**config.mk**
```make
export PLATFORM = sky130hd
export DESIGN_NAME = pcie_drain_arbiter
export DESIGN_NICKNAME = d
export VERILOG_FILES = /design/src/rtl/pcie_trans_pkg.sv /design/src/rtl/drain_skid_buf.sv /design/src/rtl/pcie_drain_arbiter.sv
export SDC_FILE = /design/constraint.sdc
export NUM_CORES = 1
export LEC_CHECK = 0
export ABC_AREA = 1
export BUFFER_PORTS_ARGS = -buffer_cell sky130_fd_sc_hd__buf_2
export CORE_ASPECT_RATIO = 0.9
export CORE_MARGIN = 2
export CORE_UTILIZATION = 48
export DETAILED_ROUTE_END_ITERATION = 16
export PLACE_DENSITY = 0.89
export SYNTH_ARGS = -nofsm -noshare
export SYNTH_HDL_FRONTEND = slang
export SYNTH_SLANG_ARGS = --single-unit
```
**constraint.sdc**
```tcl
create_clock -name clk -period 1.9 [get_ports clk]
set_input_delay 0.095 -clock clk [delete_from_list [all_inputs] [get_ports clk]]
set_output_delay 0.095 -clock clk [all_outputs]
set_load 0.05 [all_outputs]
```
**src/rtl/pcie_trans_pkg.sv**
```systemverilog
// pcie_trans_pkg
//   Shared definitions for the PCIe transaction datapath:
//   - DATA_W     : default word width (bits [5:4] class/dest tag, [3:0] payload)
//   - dest_e     : destination FIFO identifier (DEST_D0 / DEST_D1)
//   - occ_e      : occupancy state of the 2-entry drain buffer
//   - occ_count  : converts an occupancy state to a word count
package pcie_trans_pkg;

  localparam int DATA_W = 6;

  typedef enum logic {
    DEST_D0 = 1'b0,
    DEST_D1 = 1'b1
  } dest_e;

  typedef enum logic [1:0] {
    OCC_EMPTY = 2'd0,
    OCC_ONE   = 2'd1,
    OCC_FULL  = 2'd2
  } occ_e;

  function automatic logic [1:0] occ_count(input occ_e s);
    logic [1:0] n;
    case (s)
      OCC_ONE:  n = 2'd1;
      OCC_FULL: n = 2'd2;
      default:  n = 2'd0;
    endcase
    return n;
  endfunction

endpackage

```
**src/rtl/drain_skid_buf.sv**
```systemverilog
// drain_skid_buf
//   Two-entry {data, dest} buffer that absorbs the one-cycle FIFO read
//   latency in front of a valid/ready output stream.
//   Ports:
//     clk, reset_L            clock, asynchronous active-low reset
//     cap_valid/data/dest     word landing from an in-flight pop (capture)
//     out_ready               consumer ready
//     out_valid/data/dest     buffer head presented to the consumer
//     occ                     current occupancy (EMPTY / ONE / FULL)
//   The producer must never capture into a FULL buffer unless the head is
//   leaving in the same cycle; the arbiter guarantees this.
module drain_skid_buf
  import pcie_trans_pkg::*;
#(
  parameter int DATA_W = pcie_trans_pkg::DATA_W
) (
  input  logic              clk,
  input  logic              reset_L,
  input  logic              cap_valid,
  input  logic [DATA_W-1:0] cap_data,
  input  dest_e             cap_dest,
  input  logic              out_ready,
  output logic              out_valid,
  output logic [DATA_W-1:0] out_data,
  output dest_e             out_dest,
  output occ_e              occ
);

  occ_e              occ_reg, occ_next;
  logic [DATA_W-1:0] head_data_reg, head_data_next;
  dest_e             head_dest_reg, head_dest_next;
  logic [DATA_W-1:0] tail_data_reg, tail_data_next;
  dest_e             tail_dest_reg, tail_dest_next;
  logic              hs;

  always_ff @(posedge clk or negedge reset_L) begin
    if (!reset_L) begin
      occ_reg       <= OCC_EMPTY;
      head_data_reg <= '0;
      head_dest_reg <= DEST_D0;
      tail_data_reg <= '0;
      tail_dest_reg <= DEST_D0;
    end else begin
      occ_reg       <= occ_next;
      head_data_reg <= head_data_next;
      head_dest_reg <= head_dest_next;
      tail_data_reg <= tail_data_next;
      tail_dest_reg <= tail_dest_next;
    end
  end

  always_comb begin
    occ_next       = occ_reg;
    head_data_next = head_data_reg;
    head_dest_next = head_dest_reg;
    tail_data_next = tail_data_reg;
    tail_dest_next = tail_dest_reg;
    hs             = (occ_reg != OCC_EMPTY) && out_ready;

    case (occ_reg)
      OCC_EMPTY: begin
        if (cap_valid) begin
          head_data_next = cap_data;
          head_dest_next = cap_dest;
          occ_next       = OCC_ONE;
        end
      end
      OCC_ONE: begin
        case ({cap_valid, hs})
          2'b10: begin
            tail_data_next = cap_data;
            tail_dest_next = cap_dest;
            occ_next       = OCC_FULL;
          end
          2'b01: occ_next = OCC_EMPTY;
          2'b11: begin
            // head leaves and the new word becomes head directly
            head_data_next = cap_data;
            head_dest_next = cap_dest;
          end
          default: ;
        endcase
      end
      OCC_FULL: begin
        if (hs) begin
          head_data_next = tail_data_reg;
          head_dest_next = tail_dest_reg;
          if (cap_valid) begin
            tail_data_next = cap_data;
            tail_dest_next = cap_dest;
          end else begin
            occ_next = OCC_ONE;
          end
        end
      end
      default: occ_next = OCC_EMPTY;
    endcase
  end

  assign out_valid = (occ_reg != OCC_EMPTY);
  assign out_data  = head_data_reg;
  assign out_dest  = head_dest_reg;
  assign occ       = occ_reg;

endmodule

```
**src/rtl/pcie_drain_arbiter.sv**
```systemverilog
// pcie_drain_arbiter
//   Drains destination FIFOs D0/D1 with round-robin arbitration into a single
//   valid/ready stream tagged with its source destination.
//   Ports:
//     clk, reset_L              clock, asynchronous active-low reset
//     init                      synchronous clear of counters and RR pointer
//     empty_D0/D1, data_D0/D1   FIFO status and read data (data one cycle after pop)
//     pop_D0/D1                 combinational pop strobes, at most one high
//     out_ready/valid/data/dest output stream; out_dest 0 = D0, 1 = D1
//     idle_out                  registered: FIFOs empty, nothing in flight, buffer empty
//     cnt_D0/D1                 delivered-word counts per destination
//   Build option: define PCIE_DRAIN_COUNTERS_EN to include the delivered-word
//   counters; otherwise cnt_D0/cnt_D1 are tied to zero.
module pcie_drain_arbiter
  import pcie_trans_pkg::*;
#(
  parameter int DATA_W = pcie_trans_pkg::DATA_W,
  parameter int CNT_W  = 8
) (
  input  logic              clk,
  input  logic              reset_L,
  input  logic              init,
  input  logic              empty_D0,
  input  logic              empty_D1,
  input  logic [DATA_W-1:0] data_D0,
  input  logic [DATA_W-1:0] data_D1,
  output logic              pop_D0,
  output logic              pop_D1,
  input  logic              out_ready,
  output logic              out_valid,
  output logic [DATA_W-1:0] out_data,
  output logic              out_dest,
  output logic              idle_out,
  output logic [CNT_W-1:0]  cnt_D0,
  output logic [CNT_W-1:0]  cnt_D1
);

  logic              inflight_reg;
  dest_e             inflight_dest_reg;
  dest_e             last_reg, last_next;
  logic              idle_reg;

  occ_e              occ;
  dest_e             buf_dest;
  logic              hs;
  logic              room;
  logic              any_ready;
  logic              grant;
  dest_e             sel;
  logic [DATA_W-1:0] cap_data;

  assign hs = out_valid & out_ready;

  // Words already committed (buffered + in flight) minus the one leaving
  // this cycle must stay below the buffer depth for another pop to fit.
  assign room = ({1'b0, occ_count(occ)} + {2'b00, inflight_reg})
                < (3'd2 + {2'b00, hs});

  assign any_ready = !empty_D0 || !empty_D1;

  always_comb begin
    sel = DEST_D0;
    if (!empty_D0 && !empty_D1) begin
      sel = (last_reg == DEST_D1) ? DEST_D0 : DEST_D1;
    end else if (!empty_D0) begin
      sel = DEST_D0;
    end else if (!empty_D1) begin
      sel = DEST_D1;
    end
  end

  // reset_L in the grant keeps the pop strobes low for the whole reset period
  assign grant  = room && any_ready && reset_L;
  assign pop_D0 = grant && (sel == DEST_D0);
  assign pop_D1 = grant && (sel == DEST_D1);

  always_comb begin
    last_next = last_reg;
    if (init) begin
      last_next = DEST_D1;
    end else if (grant) begin
      last_next = sel;
    end
  end

  always_ff @(posedge clk or negedge reset_L) begin
    if (!reset_L) begin
      inflight_reg      <= 1'b0;
      inflight_dest_reg <= DEST_D0;
      last_reg          <= DEST_D1;
      idle_reg          <= 1'b1;
    end else begin
      inflight_reg      <= grant;
      inflight_dest_reg <= sel;
      last_reg          <= last_next;
      idle_reg          <= empty_D0 && empty_D1 && !inflight_reg && (occ == OCC_EMPTY);
    end
  end

  // The FIFO read data belongs to the pop issued last cycle.
  assign cap_data = (inflight_dest_reg == DEST_D1) ? data_D1 : data_D0;

  drain_skid_buf #(
    .DATA_W(DATA_W)
  ) u_skid (
    .clk       (clk),
    .reset_L   (reset_L),
    .cap_valid (inflight_reg),
    .cap_data  (cap_data),
    .cap_dest  (inflight_dest_reg),
    .out_ready (out_ready),
    .out_valid (out_valid),
    .out_data  (out_data),
    .out_dest  (buf_dest),
    .occ       (occ)
  );

  assign out_dest = buf_dest;
  assign idle_out = idle_reg;

`ifdef PCIE_DRAIN_COUNTERS_EN
  for (genvar gi = 0; gi < 2; gi++) begin : g_cnt
    logic [CNT_W-1:0] cnt_reg;
    always_ff @(posedge clk or negedge reset_L) begin
      if (!reset_L) begin
        cnt_reg <= '0;
      end else if (init) begin
        cnt_reg <= '0;
      end else if (hs && (out_dest == (gi == 1))) begin
        cnt_reg <= cnt_reg + 1'b1;
      end
    end
  end
  assign cnt_D0 = g_cnt[0].cnt_reg;
  assign cnt_D1 = g_cnt[1].cnt_reg;
`else
  assign cnt_D0 = '0;
  assign cnt_D1 = '0;
`endif

endmodule

```
==> results.json <==
{
  "grt_pass1_wl_mm": 4.278,
  "pwr-share-seq": 0.338,
  "ys.flop_type": "sky130_fd_sc_hd__dfrtp_1",
  "tritoncts": "built",
  "insertedDiodeCount": 0,
  "startpoint_kind_of_the_worst_setup_timing_path": "flip-flop",
  "cp.arrival_ns": 1.79,
  "hp-class": "in -> reg",
  "switching_power_uw": 928.1,
  "max_freq_ghz": 0.5294,
  "netlist_instances": 161,
  "synthDominantAreaCellType": "sky130_fd_sc_hd__dfrtp_1",
  "finish.instance_area_um2": 1530,
  "synthDominantCellAreaShare": 0.3789,
  "worst_skew_pair.late_latency_ns": 0.32,
  "power.density_cell_area_nw_per_um2": 1305,
  "finalCriticalPeriod_ns": 1.889,
  "cellLeakagePower_uw": 0.0009032,
  "dp.final_hpwl_mm": 1.759,
  "slowest_delay_ns": 0.42,
  "max_cap_viol_count": 0,
  "syn-cell-area_um2": 1189,
  "wl_met3_um": 145,
  "drt_first_iter_violations": 30,
  "grtUsageTotal": 0.1952,
  "cells_along_the_critical_path": "nand2_2, inv_2, ha_4, ha_4, inv_2, nand2_2, nor2_4, nand3_1, inv_1, buf_6",
  "cp_num_buf_inv": 4,
  "grt_remaining_overflow": 0,
  "synth_async_sr_flop_share": 1.000,
  "report.final.slew_viol_count": 0,
  "placementRows": 17,
  "ys_seq_area_frac": 0.4232,
  "dieArea_um2": 2891,
  "clock_tree.buffer_depth": 2,
  "synth_edf_count": 0,
  "clock-root-buffer": "sky130_fd_sc_hd__clkbuf_4",
  "gp_routability_congestion": 0.7825,
  "cpLargestDelayFamily": "flip-flops",
  "critical_path_peak_fanout": 2,
  "detail_route.wl_per_cell_um": 11.61,
  "minimum_setup_slack_after_placement_ns": 0.1001,
  "path_class": "reg -> out",
  "power.ir.vdd_worst_mv": 1.054,
  "intPower_uw": 1069,
  "metal_1_wl_mm": 1.186,
  "ant_nets": 0,
  "type_of_element_capturing_the_critical_path": "output port",
  "run_status": "finished clean",
  "antenna_violations_before_repair": 0,
  "final_critical_path_setup_slack_ns": 0.01124,
  "worst_hold_slack_ns": 0.1832,
  "dr_wl_met2_mm": 1.347,
  "cell_with_the_biggest_individual_delay_on_the_critical_path": "sky130_fd_sc_hd__dfrtp_1",
  "critPathRequiredTime_ns": 1.80,
  "cts_buffers": 3,
  "numPortBuffers": 28,
  "synth_common_cells": "sky130_fd_sc_hd__nand2_1 (64), sky130_fd_sc_hd__dfrtp_1 (18), sky130_fd_sc_hd__inv_1 (17)",
  "grt_start_max_net_pins": 21,
  "setup_viols_final": 0,
  "switching_share": 0.4647,
  "register_bit_count_reported_by_yosys": 20,
  "placedInstanceArea_um2": 1316,
  "synth.distinct_cells": 21,
  "die_y_um": 51.21,
  "area_growth_syn_to_layout_pct": 28.74,
  "synth.most_common_cell": "sky130_fd_sc_hd__nand2_1",
  "core_area_um2": 2404,
  "numClockSinks": 20,
  "floorplan.die.width_um": 56.46,
  "detail_route.vias_per_cell": 4.841,
  "synth.avg_cell_area_um2": 7.383,
  "post_synth_main_area_contributors": "sky130_fd_sc_hd__dfrtp_1 (38%), sky130_fd_sc_hd__nand2_1 (20%), sky130_fd_sc_hd__buf_4 (10%)",
  "totalWireLength_mm": 2.705,
  "post-route-period-util": 0.9941,
  "hold_vio_cnt_final": 0,
  "drive_gt1_frac": 0.3024,
  "via_count": 1128,
  "dr.max_layer_used": "met4",
  "vias_in_the_first_global_route": 979,
  "io_pins": 45,
  "ctsHtreeMaxLevel": 1,
  "fin_skew_ns": 0.005880,
  "detail_route.first_pass.iterations": 5,
  "share_comb_of_total_power": 0.481,
  "ys_warn_count": 0,
  "nets": 226,
  "cts.reportedPaths.clkPinSlew_ns": 0.12,
  "grt_setup_unrepaired": "true",
  "floorplan.initialDensity": 0.4945,
  "clockPowerShare": 0.180,
  "post-route-drc-count": 0
}
[layout make-up]
cell class	count	area, um2
Timing Repair Buffer	43	279.0
Multi-Input combinational cell	119	589.3
Clock buffer	3	22.52
Tap cell	28	35.03
Inverter	19	71.32
Clock inverter	1	30.03
Sequential cell	20	503.0
Fill cell	220	873.3
[per-stage QoR]
| step | cells | TNS, ns | utilization | power, uW |
|---|---|---|---|---|
| 6_report | 233 | 0 | 0.6366 | 1997 |
| 2_1_floorplan | 176 | 0 | - | 1358 |
| 3_3_place_gp | 217 | 0 | 0.5476 | 1510 |
| 3_5_place_dp | 217 | 0 | 0.5476 | 1530 |
| 4_1_cts | 231 | 0 | 0.6096 | 1935 |
| 5_1_grt | 233 | -0.2017 | 0.6366 | 2120 |
[kinds of logic after synthesis]
logic type,after synthesis,share of synthesized area
other,1,0.003155
AOI/OAI and AO/OA,11,0.05579
buffers and inverters,37,0.1684
DFF,20,0.4232
and+or+nand+nor,90,0.3284
adders and majority gates,2,0.02105
[timing repair]
item | 4_1_cts | 5_1_grt
gates resized for setup | 4 | 13
hold buffers | 4 | 0
endpoints found under the hold margin | 21 | 0
pin swaps | 3 | 5
setup endpoints to repair | 2 | 4
setup buffers | 6 | 2
[metal layers]
layer,vias up,track usage
met2,42,0.3411
met1,524,0.2540
met5,-,0
li1,558,-
met4,0,0.03571
met3,4,0.03797
[final timing paths]
check | from | endpoint | slack, ns | cells past startpoint
worst max-delay path | u_skid.occ[0]$_DFFE_PN0P_ | pop_D1 | 0.01 | 10
worst min-delay path | data_D1[1] | u_skid.tail_data_reg[1]$_DFFE_PN0P_ | 0.18 | 5
worst max register to register | u_skid.occ[0]$_DFFE_PN0P_ | last_reg$_DFFE_PN1P_ | 0.02 | 14
worst min register to register | u_skid.tail_data_reg[5]$_DFFE_PN0P_ | u_skid.tail_data_reg[5]$_DFFE_PN0P_ | 0.49 | 2
max in group asynchronous | reset_L | idle_out$_DFF_PN1_ | 1.31 | 3
min in group asynchronous | reset_L | u_skid.tail_data_reg[5]$_DFFE_PN0P_ | 0.32 | 3
[power groups by stage]
stage,Sequential [uW],Clock [uW],Combinational (uW)
2_1_floorplan,937,0,422
3_3_place_gp,677,0,832
3_5_place_dp,684,0,845
4_1_cts,669,358,908
5_1_grt,695,382,1040
6_report,676,360,961
[cells in the final DEF (no fill, tap or decap)]
| cell type | netlist | final |
|---|---|---|
| sky130_fd_sc_hd__nand3_2 | 1 | 1 |
| sky130_fd_sc_hd__nor2_1 | 4 | 2 |
| sky130_fd_sc_hd__clkbuf_4 | 0 | 3 |
| sky130_fd_sc_hd__nand3_1 | 16 | 16 |
| sky130_fd_sc_hd__o21ai_4 | 1 | 1 |
| sky130_fd_sc_hd__nand2_2 | 1 | 4 |
| sky130_fd_sc_hd__o21ai_0 | 7 | 7 |
| sky130_fd_sc_hd__nor2_4 | 1 | 3 |
| sky130_fd_sc_hd__nand2_4 | 2 | 2 |
| sky130_fd_sc_hd__o21ai_1 | 2 | 2 |
| sky130_fd_sc_hd__buf_4 | 16 | 11 |
| sky130_fd_sc_hd__buf_2 | 1 | 26 |
| sky130_fd_sc_hd__buf_6 | 0 | 1 |
| sky130_fd_sc_hd__dlygate4sd3_1 | 0 | 4 |
| sky130_fd_sc_hd__dfrtp_1 | 18 | 18 |
| sky130_fd_sc_hd__nor3_1 | 1 | 1 |
| sky130_fd_sc_hd__nand2_1 | 64 | 61 |
| sky130_fd_sc_hd__buf_8 | 0 | 1 |
| sky130_fd_sc_hd__inv_1 | 17 | 15 |
| sky130_fd_sc_hd__a21oi_1 | 1 | 1 |
| sky130_fd_sc_hd__conb_1 | 1 | 16 |
| sky130_fd_sc_hd__inv_2 | 2 | 4 |
| sky130_fd_sc_hd__bufinv_16 | 0 | 1 |
| sky130_fd_sc_hd__ha_4 | 0 | 2 |
| sky130_fd_sc_hd__dfstp_2 | 2 | 2 |
[worst reg2reg max path, cell delays in order (launching register included)]
cell	delay [ns]
sky130_fd_sc_hd__dfrtp_1	0.42
sky130_fd_sc_hd__nand2_2	0.10
sky130_fd_sc_hd__inv_2	0.05
sky130_fd_sc_hd__ha_4	0.15
sky130_fd_sc_hd__ha_4	0.15
sky130_fd_sc_hd__inv_2	0.05
sky130_fd_sc_hd__nand2_2	0.06
sky130_fd_sc_hd__nor2_4	0.12
sky130_fd_sc_hd__nand2_2	0.09
sky130_fd_sc_hd__buf_4	0.14
sky130_fd_sc_hd__buf_4	0.12
sky130_fd_sc_hd__buf_4	0.12
sky130_fd_sc_hd__buf_4	0.12
sky130_fd_sc_hd__nand2_1	0.06
sky130_fd_sc_hd__nand3_1	0.06
No activity file was read; power rests on OpenSTA's default activity.
